$ cat src/rtl/matrix_mem_arbiter_if.sv
// Bus bundle between the two requesters (host loader, multiplier core),
// the arbiter, and the single-port matrix memory bank.
interface matrix_mem_arbiter_if #(
    parameter int DATA_WIDTH = 16,
    parameter int ADDR_WIDTH = 10
);
    logic                  h_req, h_we, h_gnt, h_rvalid;
    logic [ADDR_WIDTH-1:0] h_addr;
    logic [DATA_WIDTH-1:0] h_wdata, h_rdata;
    logic                  c_req, c_we, c_gnt, c_rvalid;
    logic [ADDR_WIDTH-1:0] c_addr;
    logic [DATA_WIDTH-1:0] c_wdata, c_rdata;
    logic [ADDR_WIDTH-1:0] mem_addr;
    logic [DATA_WIDTH-1:0] mem_data_in, mem_data_out;
    logic                  mem_write_en, mem_read_en;

    modport slave (
        input  h_req, h_we, h_addr, h_wdata, c_req, c_we, c_addr, c_wdata, mem_data_out,
        output h_gnt, h_rvalid, h_rdata, c_gnt, c_rvalid, c_rdata,
        output mem_addr, mem_data_in, mem_write_en, mem_read_en
    );
    modport master (
        output h_req, h_we, h_addr, h_wdata, c_req, c_we, c_addr, c_wdata, mem_data_out,
        input  h_gnt, h_rvalid, h_rdata, c_gnt, c_rvalid, c_rdata,
        input  mem_addr, mem_data_in, mem_write_en, mem_read_en
    );
endinterface

$ cat src/rtl/matrix_mem_arbiter.sv
// Sticky round-robin arbiter with a burst limit sharing one matrix memory bank
// between the host loader and the multiplier core; routes read data back.
module matrix_mem_arbiter #(
    parameter int DATA_WIDTH = 16,
    parameter int ADDR_WIDTH = 10,
    parameter int MAX_BURST  = 16
) (
    input  logic                 clk,
    input  logic                 rst_n,
    matrix_mem_arbiter_if.slave  bus,
    output logic [1:0]           owner,
    output logic [15:0]          conflict_count
);
    localparam int CW = $clog2(MAX_BURST + 1);
    localparam logic [CW-1:0] BURST = CW'(MAX_BURST);

    typedef enum logic [1:0] {
        OWN_NONE = 2'b00,
        OWN_HOST = 2'b01,
        OWN_CORE = 2'b10
    } owner_t;

    owner_t                state_q, state_d;
    logic [CW-1:0]         run_q, run_d;
    logic                  h_gnt, c_gnt, h_rv_q, c_rv_q;
    logic                  we_sel;
    logic [ADDR_WIDTH-1:0] addr_sel;
    logic [DATA_WIDTH-1:0] wdata_sel;

    always_ff @(posedge clk) begin
        if (!rst_n) begin
            state_q <= OWN_NONE;
            run_q   <= '0;
        end else begin
            state_q <= state_d;
            run_q   <= run_d;
        end
    end

    // Grants are purely combinational so a request is accepted the cycle it is seen.
    always_comb begin
        h_gnt   = 1'b0;
        c_gnt   = 1'b0;
        state_d = OWN_NONE;
        run_d   = '0;
        if (rst_n) begin
            if (bus.h_req && bus.c_req) begin
                case (state_q)
                    OWN_HOST: c_gnt = (run_q == BURST);
                    OWN_CORE: c_gnt = (run_q != BURST);
                    default:  c_gnt = 1'b1;
                endcase
                h_gnt = !c_gnt;
            end else begin
                h_gnt = bus.h_req;
                c_gnt = bus.c_req;
            end
            if (h_gnt) begin
                state_d = OWN_HOST;
                run_d   = (state_q != OWN_HOST) ? CW'(1) :
                          (run_q == BURST)      ? BURST : run_q + 1'b1;
            end else if (c_gnt) begin
                state_d = OWN_CORE;
                run_d   = (state_q != OWN_CORE) ? CW'(1) :
                          (run_q == BURST)      ? BURST : run_q + 1'b1;
            end
        end
    end

    always_comb begin
        we_sel    = 1'b0;
        addr_sel  = '0;
        wdata_sel = '0;
        if (h_gnt) begin
            we_sel    = bus.h_we;
            addr_sel  = bus.h_addr;
            wdata_sel = bus.h_wdata;
        end else if (c_gnt) begin
            we_sel    = bus.c_we;
            addr_sel  = bus.c_addr;
            wdata_sel = bus.c_wdata;
        end
    end

    assign bus.mem_addr     = addr_sel;
    assign bus.mem_data_in  = wdata_sel;
    assign bus.mem_write_en = (h_gnt || c_gnt) && we_sel;
    assign bus.mem_read_en  = (h_gnt || c_gnt) && !we_sel;
    assign bus.h_gnt        = h_gnt;
    assign bus.c_gnt        = c_gnt;

    // Memory output is registered, so the read tag only needs one stage.
    always_ff @(posedge clk) begin
        if (!rst_n) begin
            h_rv_q <= 1'b0;
            c_rv_q <= 1'b0;
        end else begin
            h_rv_q <= h_gnt && !bus.h_we;
            c_rv_q <= c_gnt && !bus.c_we;
        end
    end

    assign bus.h_rvalid = h_rv_q;
    assign bus.c_rvalid = c_rv_q;
    assign bus.h_rdata  = h_rv_q ? bus.mem_data_out : '0;
    assign bus.c_rdata  = c_rv_q ? bus.mem_data_out : '0;

    always_ff @(posedge clk) begin
        if (!rst_n)
            conflict_count <= '0;
        else if (bus.h_req && bus.c_req && conflict_count != 16'hFFFF)
            conflict_count <= conflict_count + 16'd1;
    end

    assign owner = state_q;
endmodule

$ cat src/flat_wrapper.sv
// flat-port wrapper written by rule: the top's interface ports become plain ports
module matrix_mem_arbiter_flat 
#(
    parameter int DATA_WIDTH = 16,
    parameter int ADDR_WIDTH = 10,
    parameter int MAX_BURST  = 16
)
  (clk, rst_n, owner, conflict_count, bus_h_req, bus_h_we, bus_h_addr, bus_h_wdata, bus_c_req, bus_c_we, bus_c_addr, bus_c_wdata, bus_mem_data_out, bus_h_gnt, bus_h_rvalid, bus_h_rdata, bus_c_gnt, bus_c_rvalid, bus_c_rdata, bus_mem_addr, bus_mem_data_in, bus_mem_write_en, bus_mem_read_en);
  matrix_mem_arbiter_if #(.DATA_WIDTH(DATA_WIDTH), .ADDR_WIDTH(ADDR_WIDTH)) bus_i ();
  input  logic clk;
  input  logic rst_n;
  output logic [1:0] owner;
  output logic [15:0] conflict_count;
  input wire logic [$bits(bus_i.h_req)-1:0] bus_h_req;
  input wire logic [$bits(bus_i.h_we)-1:0] bus_h_we;
  input wire logic [$bits(bus_i.h_addr)-1:0] bus_h_addr;
  input wire logic [$bits(bus_i.h_wdata)-1:0] bus_h_wdata;
  input wire logic [$bits(bus_i.c_req)-1:0] bus_c_req;
  input wire logic [$bits(bus_i.c_we)-1:0] bus_c_we;
  input wire logic [$bits(bus_i.c_addr)-1:0] bus_c_addr;
  input wire logic [$bits(bus_i.c_wdata)-1:0] bus_c_wdata;
  input wire logic [$bits(bus_i.mem_data_out)-1:0] bus_mem_data_out;
  output wire logic [$bits(bus_i.h_gnt)-1:0] bus_h_gnt;
  output wire logic [$bits(bus_i.h_rvalid)-1:0] bus_h_rvalid;
  output wire logic [$bits(bus_i.h_rdata)-1:0] bus_h_rdata;
  output wire logic [$bits(bus_i.c_gnt)-1:0] bus_c_gnt;
  output wire logic [$bits(bus_i.c_rvalid)-1:0] bus_c_rvalid;
  output wire logic [$bits(bus_i.c_rdata)-1:0] bus_c_rdata;
  output wire logic [$bits(bus_i.mem_addr)-1:0] bus_mem_addr;
  output wire logic [$bits(bus_i.mem_data_in)-1:0] bus_mem_data_in;
  output wire logic [$bits(bus_i.mem_write_en)-1:0] bus_mem_write_en;
  output wire logic [$bits(bus_i.mem_read_en)-1:0] bus_mem_read_en;
  assign bus_i.h_req = bus_h_req;
  assign bus_i.h_we = bus_h_we;
  assign bus_i.h_addr = bus_h_addr;
  assign bus_i.h_wdata = bus_h_wdata;
  assign bus_i.c_req = bus_c_req;
  assign bus_i.c_we = bus_c_we;
  assign bus_i.c_addr = bus_c_addr;
  assign bus_i.c_wdata = bus_c_wdata;
  assign bus_i.mem_data_out = bus_mem_data_out;
  assign bus_h_gnt = bus_i.h_gnt;
  assign bus_h_rvalid = bus_i.h_rvalid;
  assign bus_h_rdata = bus_i.h_rdata;
  assign bus_c_gnt = bus_i.c_gnt;
  assign bus_c_rvalid = bus_i.c_rvalid;
  assign bus_c_rdata = bus_i.c_rdata;
  assign bus_mem_addr = bus_i.mem_addr;
  assign bus_mem_data_in = bus_i.mem_data_in;
  assign bus_mem_write_en = bus_i.mem_write_en;
  assign bus_mem_read_en = bus_i.mem_read_en;
  matrix_mem_arbiter #(.DATA_WIDTH(DATA_WIDTH), .ADDR_WIDTH(ADDR_WIDTH), .MAX_BURST(MAX_BURST)) u_core (.clk(clk), .rst_n(rst_n), .bus(bus_i), .owner(owner), .conflict_count(conflict_count));
endmodule
$ cat config.mk
export PLATFORM = sky130hd
export DESIGN_NAME = matrix_mem_arbiter_flat
export DESIGN_NICKNAME = d
export VERILOG_FILES = /design/src/rtl/matrix_mem_arbiter_if.sv /design/src/rtl/matrix_mem_arbiter.sv /design/src/flat_wrapper.sv
export SDC_FILE = /design/constraint.sdc
export NUM_CORES = 1
export LEC_CHECK = 0
export CAP_MARGIN = 20
export CORE_MARGIN = 4
export CORE_UTILIZATION = 34
export CTS_CLUSTER_SIZE = 25
export DETAILED_ROUTE_END_ITERATION = 7
export GPL_TIMING_DRIVEN = 0
export PLACE_DENSITY = 0.88
export SLEW_MARGIN = 20
export SYNTH_ARGS = -nofsm -noshare
export SYNTH_HDL_FRONTEND = slang
export SYNTH_SLANG_ARGS = --single-unit
$ cat constraint.sdc
create_clock -name clk -period 6.21 [get_ports clk]
set_input_delay 1.242 -clock clk [delete_from_list [all_inputs] [get_ports clk]]
set_output_delay 1.242 -clock clk [all_outputs]
set_load 0.05 [all_outputs]
==> summary.md, run 1 <==
The worst setup path is launched from an input pin. The startpoint of the worst-slack reg-to-reg timing path was u_core.conflict_count[0]$_SDFFE_PN0P_. Input and output buffers added on the ports amount to 155. Summed over all cells, the static leakage comes to 0.00133 uW.

The post-synthesis share of cell area spent on full adders, half adders and majority gates is 3.39%. The area growth from synthesis to layout is 91.1%. The power density over the cells was 143 nW/um^2.

For the placeable core region, the log shows 5170 um^2. Counting stages on the worst path, the most repeated cell is clkdlybuf4s50_1. After clock tree synthesis, the clock-pin slew on the worst setup and hold paths is 0.09 ns. For the final routed database, the setup TNS stands at 0 ns. The run gives 0 as the number of inserted diodes. The average footprint of a synthesized cell was 8.32 um^2.

The logs give 26 for the count of standard-cell rows and 222 for the number of cells produced by synthesis. After synthesis, the share of flip-flops with an asynchronous set or reset is 0%. Including well taps, the total number of placed cells is 447.

STA classifies the critical path endpoint as an output pin. The main combinational cell family by area after synthesis is simple AND/OR/NAND/NOR gates. The logs give 3530 um^2 for the post-route cell area and 0 for the number of nets with antenna violations after routing.

After the flow finishes, the layout carries non-filler instances totaling 451. For this block, the initial DRC count from the detailed router was 116. Using the TritonRoute via totals, the vias-per-cell ratio works out to 5.26.

Count of pins on the block boundary: 156. CTS saw 25 sinks. The simple-gate share of the synthesized area works out to 34.3%. The via count of the first global-routing pass was 2275. The critical path starts at rst_n.

After synthesis, flip-flops and latches occupy 27.1% of the total area. The CTS H-tree depth is 1. The sequential cell area was 500 um^2. The portion of the clock cycle consumed by the worst path in the final layout is 81.6%, and the flop and latch count out of synthesis is 25. In this run the worst hold path is classified as flop to flop.

Critical-path cell with the highest stage delay: clkdlybuf4s50_1. In this run the vertical extent of the chip is 81.7 um. The critical path start-end classification was input pin to output pin. IR analysis of the VDD net gives a maximum drop of 75.2 uV.

The logs give 2 for the worst-case clock buffer depth and 197 MHz for the maximum clock frequency. Clock latency on the worst-skew pair, taken at its later pin, is 0.27 ns. Summed over all layers, the global routing overflow is 0. Post-CTS repair changed the size of 0 cells. The share of synthesized area spent on multiplexers was 0.542%. The run gives 7820 um as the total routed wirelength. TritonCTS built the clock tree.

The tools report the placer's final routability congestion estimate as 0.851. The signal on the critical path passes through clkdlybuf4s50_1 -> clkinv_1 -> a21oi_1 -> buf_2 -> a22o_1 -> clkdlybuf4s50_1. The minimum period implied by the final worst setup slack was 5.07 ns.

The required time reported for the critical path endpoint was 4.97 ns. The tool flagged a number of max-cap violations equal to 0. The layout filler cell count was 412. Distinct cell type count after synthesis: 46. The minimum hold slack is 0.531 ns, and the number of pins exceeding their max-slew limit in the final report is 0. The first global-routing pass estimated 11600 um of wire.

Setup repair after global routing left no endpoint under its margin. Entering global routing, the biggest net connects 14 pins. The overall fraction of global-route tracks in use was 22.0%; the worst-case headroom to the max-slew limit was 60.7%.

Setup violations remaining at the end of the flow were counted as 0. In the final layout, the share of cells above drive strength 1 is 6.30%. The signal arrival time at the worst endpoint came out at 3.83 ns. The pre-antenna-repair detailed-routing pass consisted of 4 iterations. The die covers 6680 um^2.

The number of synthesized flops with an enable pin is 0. The flow ran to the end, and the final reports show no timing, DRC or antenna violations. The worst hold path begins at u_core.conflict_count[3]$_SDFFE_PN0P_. Area share of xor/xnor cells in the synthesized design: 1.42%. The synthesized netlist devotes 25.6% of its cell area to compound gates. The count of final hold-check violations is 0.

The count of hold buffers inserted by post-cts repair was 0; the top fanout value on the critical path was 10. The synthesized netlist occupies a cell area of 1850 um^2. In the routed design, unresolved DRC markers number 0. The most used flip-flop cell after synthesis is dfxtp_1. After clock tree synthesis, the setup repair step added 0 buffers. The routed layout has 2374 vias.

In this run the horizontal extent of the chip is 81.7 um. The logs give 0 for the number of antenna violations at the first check in global routing and 1210 um^2 for the multi-input combinational cell area. The cell sitting at the root of the clock tree is a clkbuf_8. The placed instances occupy a cell area of 3490 um^2. The number of nets handed over by synthesis was 301. The starting density of the core is 35.7%, and the number of buffer and inverter stages on the critical path is 4. Clock skew on the completed layout was measured at 0.00532 ns. The number of clock buffers added by TritonCTS is 3. The final HPWL from detailed placement was 6400 um. The category of cells accounting for the largest share of critical-path delay was buffers and inverters.

At the pin with the least slew margin, the transition time is 0.586 ns. After detailed routing, the average wire length per cell comes to 17.3 um. Number of warnings reported in the yosys synthesis log: 0. The longest individual stage delay on the worst path was 0.84 ns. At the end of the flow, the number of nets in the layout was 461.
[where the power goes]
| part | switching [uW] | internal, uW | leakage (uW) |
|---|---|---|---|
| clock network | 53.9 | 46.0 | 0.0000228 |
| registers | 4.40 | 164 | 0.000203 |
| logic | 131 | 104 | 0.00110 |
[kinds of logic (layout without fill, tap and decap cells)]
kind of cell,after synthesis,count (layout)
AO/OA/AOI/OAI,67,67
XOR/XNOR,3,3
adder cells (fa/ha/maj),5,5
buffers and inverters,25,184
flip-flops,25,25
multiplexers,1,1
AND/OR/NAND/NOR,96,96
[through the flow]
stage | utilization [%] | setup WS, ns | total power, uW
floorplan | - | 2.25 | 303
global placement | 67.4 | 1.15 | 404
detailed placement | 67.4 | 1.13 | 408
CTS | 68.3 | 1.12 | 506
global route | 68.3 | 0.902 | 522
finish | 68.3 | 1.14 | 504
[tightest hold or removal path, cell delays in order, from the launching register on]
cell and delay (ns):
dfxtp_1 0.35, o21ai_0 0.08, a21oi_1 0.06
[placed cells by master (no fill, tap or decap), drive strengths merged, types with 2 or more instances in the layout]
master         synthesis  final
nand2b                 2      2
and2                  34     34
or4                    3      3
dfxtp                 25     25
and4                   4      4
a22o                  28     28
nand3                  7      7
and3                   4      4
ha                     5      5
nor2b                  2      2
a31oi                  2      2
or3                    8      8
nand4                  6      6
o21ai                 11     11
nand2                  6      6
xor2                   2      2
nor3b                  2      2
a211oi                 2      2
nor3                   5      5
clkbuf                 3      7
clkdlybuf4s50          0    155
buf                   12     12
inv                    8      8
o31ai                  3      3
a21oi                 17     17
nor2                   7      7
[final timing paths]
path / to / slack (ns) / depth (start not counted)
max: bus_mem_data_in[0] / 1.14 / 6
min: u_core.conflict_count[3]$_SDFFE_PN0P_ / 0.53 / 2
max reg2reg: u_core.conflict_count[9]$_SDFFE_PN0P_ / 4.15 / 6
min reg2reg: u_core.conflict_count[3]$_SDFFE_PN0P_ / 0.53 / 2
[layer usage]
layer  vias up  track usage (%)  routed length (um)
li1       1149                -                   -
met1      1084             25.6                2890
met2       126             40.8                4090
met3        15             4.39                 674
met4         0             5.81                 163
met5         -                0                   0
[sequential cells by signal (all words and copies together) (netlist names)]
register / cells
u_core.bus.c_rvalid: 1
u_core.owner: 2
u_core.run_q: 5
u_core.conflict_count: 16
u_core.bus.h_rvalid: 1
[cell usage after synthesis, drive strengths merged, types with 3 or more instances]
cell	number	area share, %
inv	8	1.6
o31ai	3	1.2
dfxtp	25	27
or4	3	1.2
o21ai	11	3.0
clkbuf	3	0.61
buf	12	4.7
nor2	7	1.4
nor3	5	1.4
nand3	7	1.9
or3	8	2.8
a22o	28	13
ha	5	3.4
nand2	6	1.2
and4	4	2.0
and2	34	12
and3	4	1.4
nand4	6	2.8
a21oi	17	4.6
[final cells by class]
type / instances / area share, %
Multi-Input combinational cell: 172 / 34.1
Clock buffer: 4 / 1.28
Tap cell: 70 / 2.48
Timing Repair Buffer: 155 / 43.9
Inverter: 9 / 0.956
Buffer: 16 / 3.05
Sequential cell: 25 / 14.2
Power figures use the tool's default switching activity.
==> run 2, diff against run 1 <==
--- a/config.mk
+++ b/config.mk
@@ -7,11 +7,11 @@
 export LEC_CHECK = 0
 export CAP_MARGIN = 20
 export CORE_MARGIN = 4
-export CORE_UTILIZATION = 34
+export CORE_UTILIZATION = 32
 export CTS_CLUSTER_SIZE = 25
 export DETAILED_ROUTE_END_ITERATION = 7
 export GPL_TIMING_DRIVEN = 0
-export PLACE_DENSITY = 0.88
+export PLACE_DENSITY = 0.83
 export SLEW_MARGIN = 20
 export SYNTH_ARGS = -nofsm -noshare
 export SYNTH_HDL_FRONTEND = slang
==> constraint.sdc (replaced) <==
create_clock -name clk -period 4.95 [get_ports clk]
set_input_delay 0.99 -clock clk [delete_from_list [all_inputs] [get_ports clk]]
set_output_delay 0.99 -clock clk [all_outputs]
set_load 0.05 [all_outputs]
==> summary.md, run 2 (synthesis results as in run 1) <==
The number of antenna violations at the first check in global routing was 0 (unchanged). Highest-count cells in the layout ignoring fill and taps: clkdlybuf4s50_1, and2_1, a22o_1, dfxtp_1, a21oi_1 (unchanged). For the clock sink count, the log shows 25 (unchanged). The logs give 461 (unchanged) for the final net count and 0.00133 uW (about the same) for the static leakage power. The layout-stage area growth over the synthesis result was 91.5% (was 91.1%); the worst setup slack after layout was 0.315 ns (was 1.14 ns).

The sum of overflow across all layers after global routing is 0 (unchanged), and the global-route wire length before repair is 11700 um (was 11600 um). The tools report the count of max-cap constraint violations as 0 (unchanged). The count of standard-cell rows was 27 (was 26). The setup slack at placement is 0.288 ns (was 1.13 ns), and the portion of the clock cycle consumed by the worst path in the final layout is 93.6%. The count of routing violations after the opening detailed-route iteration was 81 (was 116).

The switching portion of total power was 37.8% (was 37.6%); the number of pins exceeding their max-slew limit in the final report was 0 (unchanged). The die extent in x works out to 84.0 um (was 81.7 um). TritonCTS built the clock tree.

The class of the most critical hold timing path is flop to flop (unchanged). The source-to-sink clock delay at the later pin of the worst-skew pair is 0.27 ns (about the same). The tools report the setup total negative slack as 0 ns (unchanged). The full die area was 7060 um^2 (was 6680 um^2). The tools report the final HPWL from detailed placement as 6140 um (was 6400 um). The critical path start-end classification was input pin to output pin (unchanged). The signal arrival time at the worst endpoint came out at 3.65 ns (was 3.83 ns). The count of hold buffers inserted by post-cts repair was 0 (unchanged). Sort of element at the end of the critical path: an output pin (unchanged). For the switching power summed over all nets, the log shows 240 uW (was 189 uW).

The internal power of the cells is 394 uW (was 314 uW). The worst-case clock buffer depth is 2 (unchanged), and the number of inserted diodes is 0 (unchanged). Cell breakdown of the critical path: clkdlybuf4s50_1 -> buf_2 -> nor3b_1 -> mux2i_1 -> a21oi_1 -> buf_2 -> a22o_1 -> clkdlybuf4s50_1 (was clkdlybuf4s50_1 -> clkinv_1 -> a21oi_1 -> buf_2 -> a22o_1 -> clkdlybuf4s50_1). The die span in y works out to 84.0 um (was 81.7 um). The leading cell type in the layout, fill and taps excluded was clkdlybuf4s50_1 (unchanged).

The run gives 60.5% (was 60.7%) as the worst-case headroom to the max-slew limit. The clock root buffer master was clkbuf_8 (unchanged). Starting density of the core: 33.4% (was 35.7%). The via density per instance was 5.10 (was 5.26). The count of endpoints failing setup in the final report is 0 (unchanged), and the maximum clock frequency is 216 MHz. The via count is 2309 (was 2374). The count of final hold-check violations was 0 (unchanged); the transition time at the pin with the least slew margin was 0.589 ns (was 0.586 ns). Wire length per cell: 16.3 um (was 17.3 um).

The top fanout value on the critical path works out to 10 (unchanged). The CTS H-tree depth is 1 (unchanged). The number of post-CTS setup repair buffers was 0 (unchanged). The count of pins on the block boundary came out at 156 (unchanged). The number of buffer and inverter stages on the critical path is 4 (unchanged).

The worst ir drop on vdd was 194 uV (was 75.2 uV); the required time reported for the critical path endpoint was 3.96 ns (was 4.97 ns). The overall fraction of global-route tracks in use was 20.1% (was 22.0%); the clock group share of total power was 20.2% (was 19.8%). The tools report the final routed DRC violation total as 0 (unchanged). The via count of the first global-routing pass was 2216 (was 2275); the total routed wirelength was 7410 um (was 7820 um).

Number of input and output port buffers inserted: 155 (unchanged). The post-route clock skew was 0.00187 ns (was 0.00532 ns); the fraction of power consumed by sequential logic was 33.3% (was 33.5%). The placer's final routability congestion estimate is 0.932 (was 0.851), and the power density over the cells is 179 nW/um^2 (was 143 nW/um^2). The worst path in the final design needs a cycle of 4.64 ns, including I/O delays and setup.

The flip-flop count of the largest register after layout was 16 (unchanged). Critical path startpoint category: an input pin (unchanged). The placeable core region came out at 5540 um^2 (was 5170 um^2). The longest individual stage delay on the worst path is 0.82 ns (was 0.84 ns), and the number of resized instances in the post-cts repair step is 0 (unchanged).

The run gives 3 (unchanged) as the total CTS buffers. The most flop-heavy register was u_core.conflict_count (unchanged). Setup repair after global routing left no endpoint under its margin. The flow ran to the end, and the final reports show no timing, DRC or antenna violations.

The largest net degree at the start of global routing is 16 (was 14). Number of nets with antenna violations after routing: 0 (unchanged). Fraction of power consumed by combinational cells: 46.5% (was 46.7%).

The clock-pin transition on the worst setup and hold timing paths is 0.09 ns (about the same), and the share of cells above drive strength 1 is 6.56% (was 6.30%). The critical-path cell with the highest stage delay was clkdlybuf4s50_1 (unchanged). The category of cells accounting for the largest share of critical-path delay was buffers and inverters (unchanged). The iteration count of the initial detailed-routing pass was 4 (unchanged).
## run 2: cell type report
| type | instances | area, um^2 |
|---|---|---|
| clock buffers | 3 | 41.3 |
| multi-input cells | 172 | 1210 |
| plain buffers | 16 | 108 |
| well taps | 72 | 90.1 |
| clock inverters | 1 | 7.51 |
| fillers | 465 | 2000 |
| inverters | 9 | 33.8 |
| flip-flops and latches | 25 | 500 |
| repair buffers | 155 | 1550 |
## run 2: path summary, 6_finish.rpt
| path | start | to | slack [ns] | depth (start not counted) |
|---|---|---|---|---|
| max | bus_h_req | bus_mem_write_en | 0.31 | 8 |
| min | u_core.conflict_count[13]$_SDFFE_PN0P_ | u_core.conflict_count[13]$_SDFFE_PN0P_ | 0.52 | 2 |
| max reg2reg | u_core.conflict_count[0]$_SDFFE_PN0P_ | u_core.conflict_count[3]$_SDFFE_PN0P_ | 2.94 | 6 |
| min reg2reg | u_core.conflict_count[13]$_SDFFE_PN0P_ | u_core.conflict_count[13]$_SDFFE_PN0P_ | 0.52 | 2 |
## run 2: per-stage QoR
stage / hold slack [ns] / instances / cell area, um^2 / util [%] / power (uW)
after floorplan: 0.480 / 222 / 1850 / - / 380
after global placement: 0.494 / 449 / 3490 / 63.0 / 508
after detailed placement: 0.499 / 449 / 3490 / 63.0 / 511
after CTS: 0.523 / 453 / 3540 / 63.9 / 638
after global routing: 0.555 / 453 / 3540 / 63.9 / 660
final: 0.520 / 453 / 3540 / 63.9 / 634
## run 2: metal layers
layer,track usage [%],share of wire (%)
met1,23.7,40
met2,37.7,52
met3,4.94,7.0
met4,2.19,0.97
met5,0,0
## run 2: tightest hold or removal path, cell delays in order, from the launching register on
cell and delay, ns:
dfxtp_1 0.35, o21ai_0 0.08, a21oi_1 0.06
## run 2: power groups by stage
| stage | clock, uW | combinational (uW) | sequential (uW) |
|---|---|---|---|
| finish | 128 | 295 | 211 |
| global placement | 0 | 292 | 216 |
| detailed placement | 0 | 296 | 216 |
| CTS | 131 | 296 | 211 |
| floorplan | 0 | 156 | 224 |
| global route | 139 | 309 | 212 |
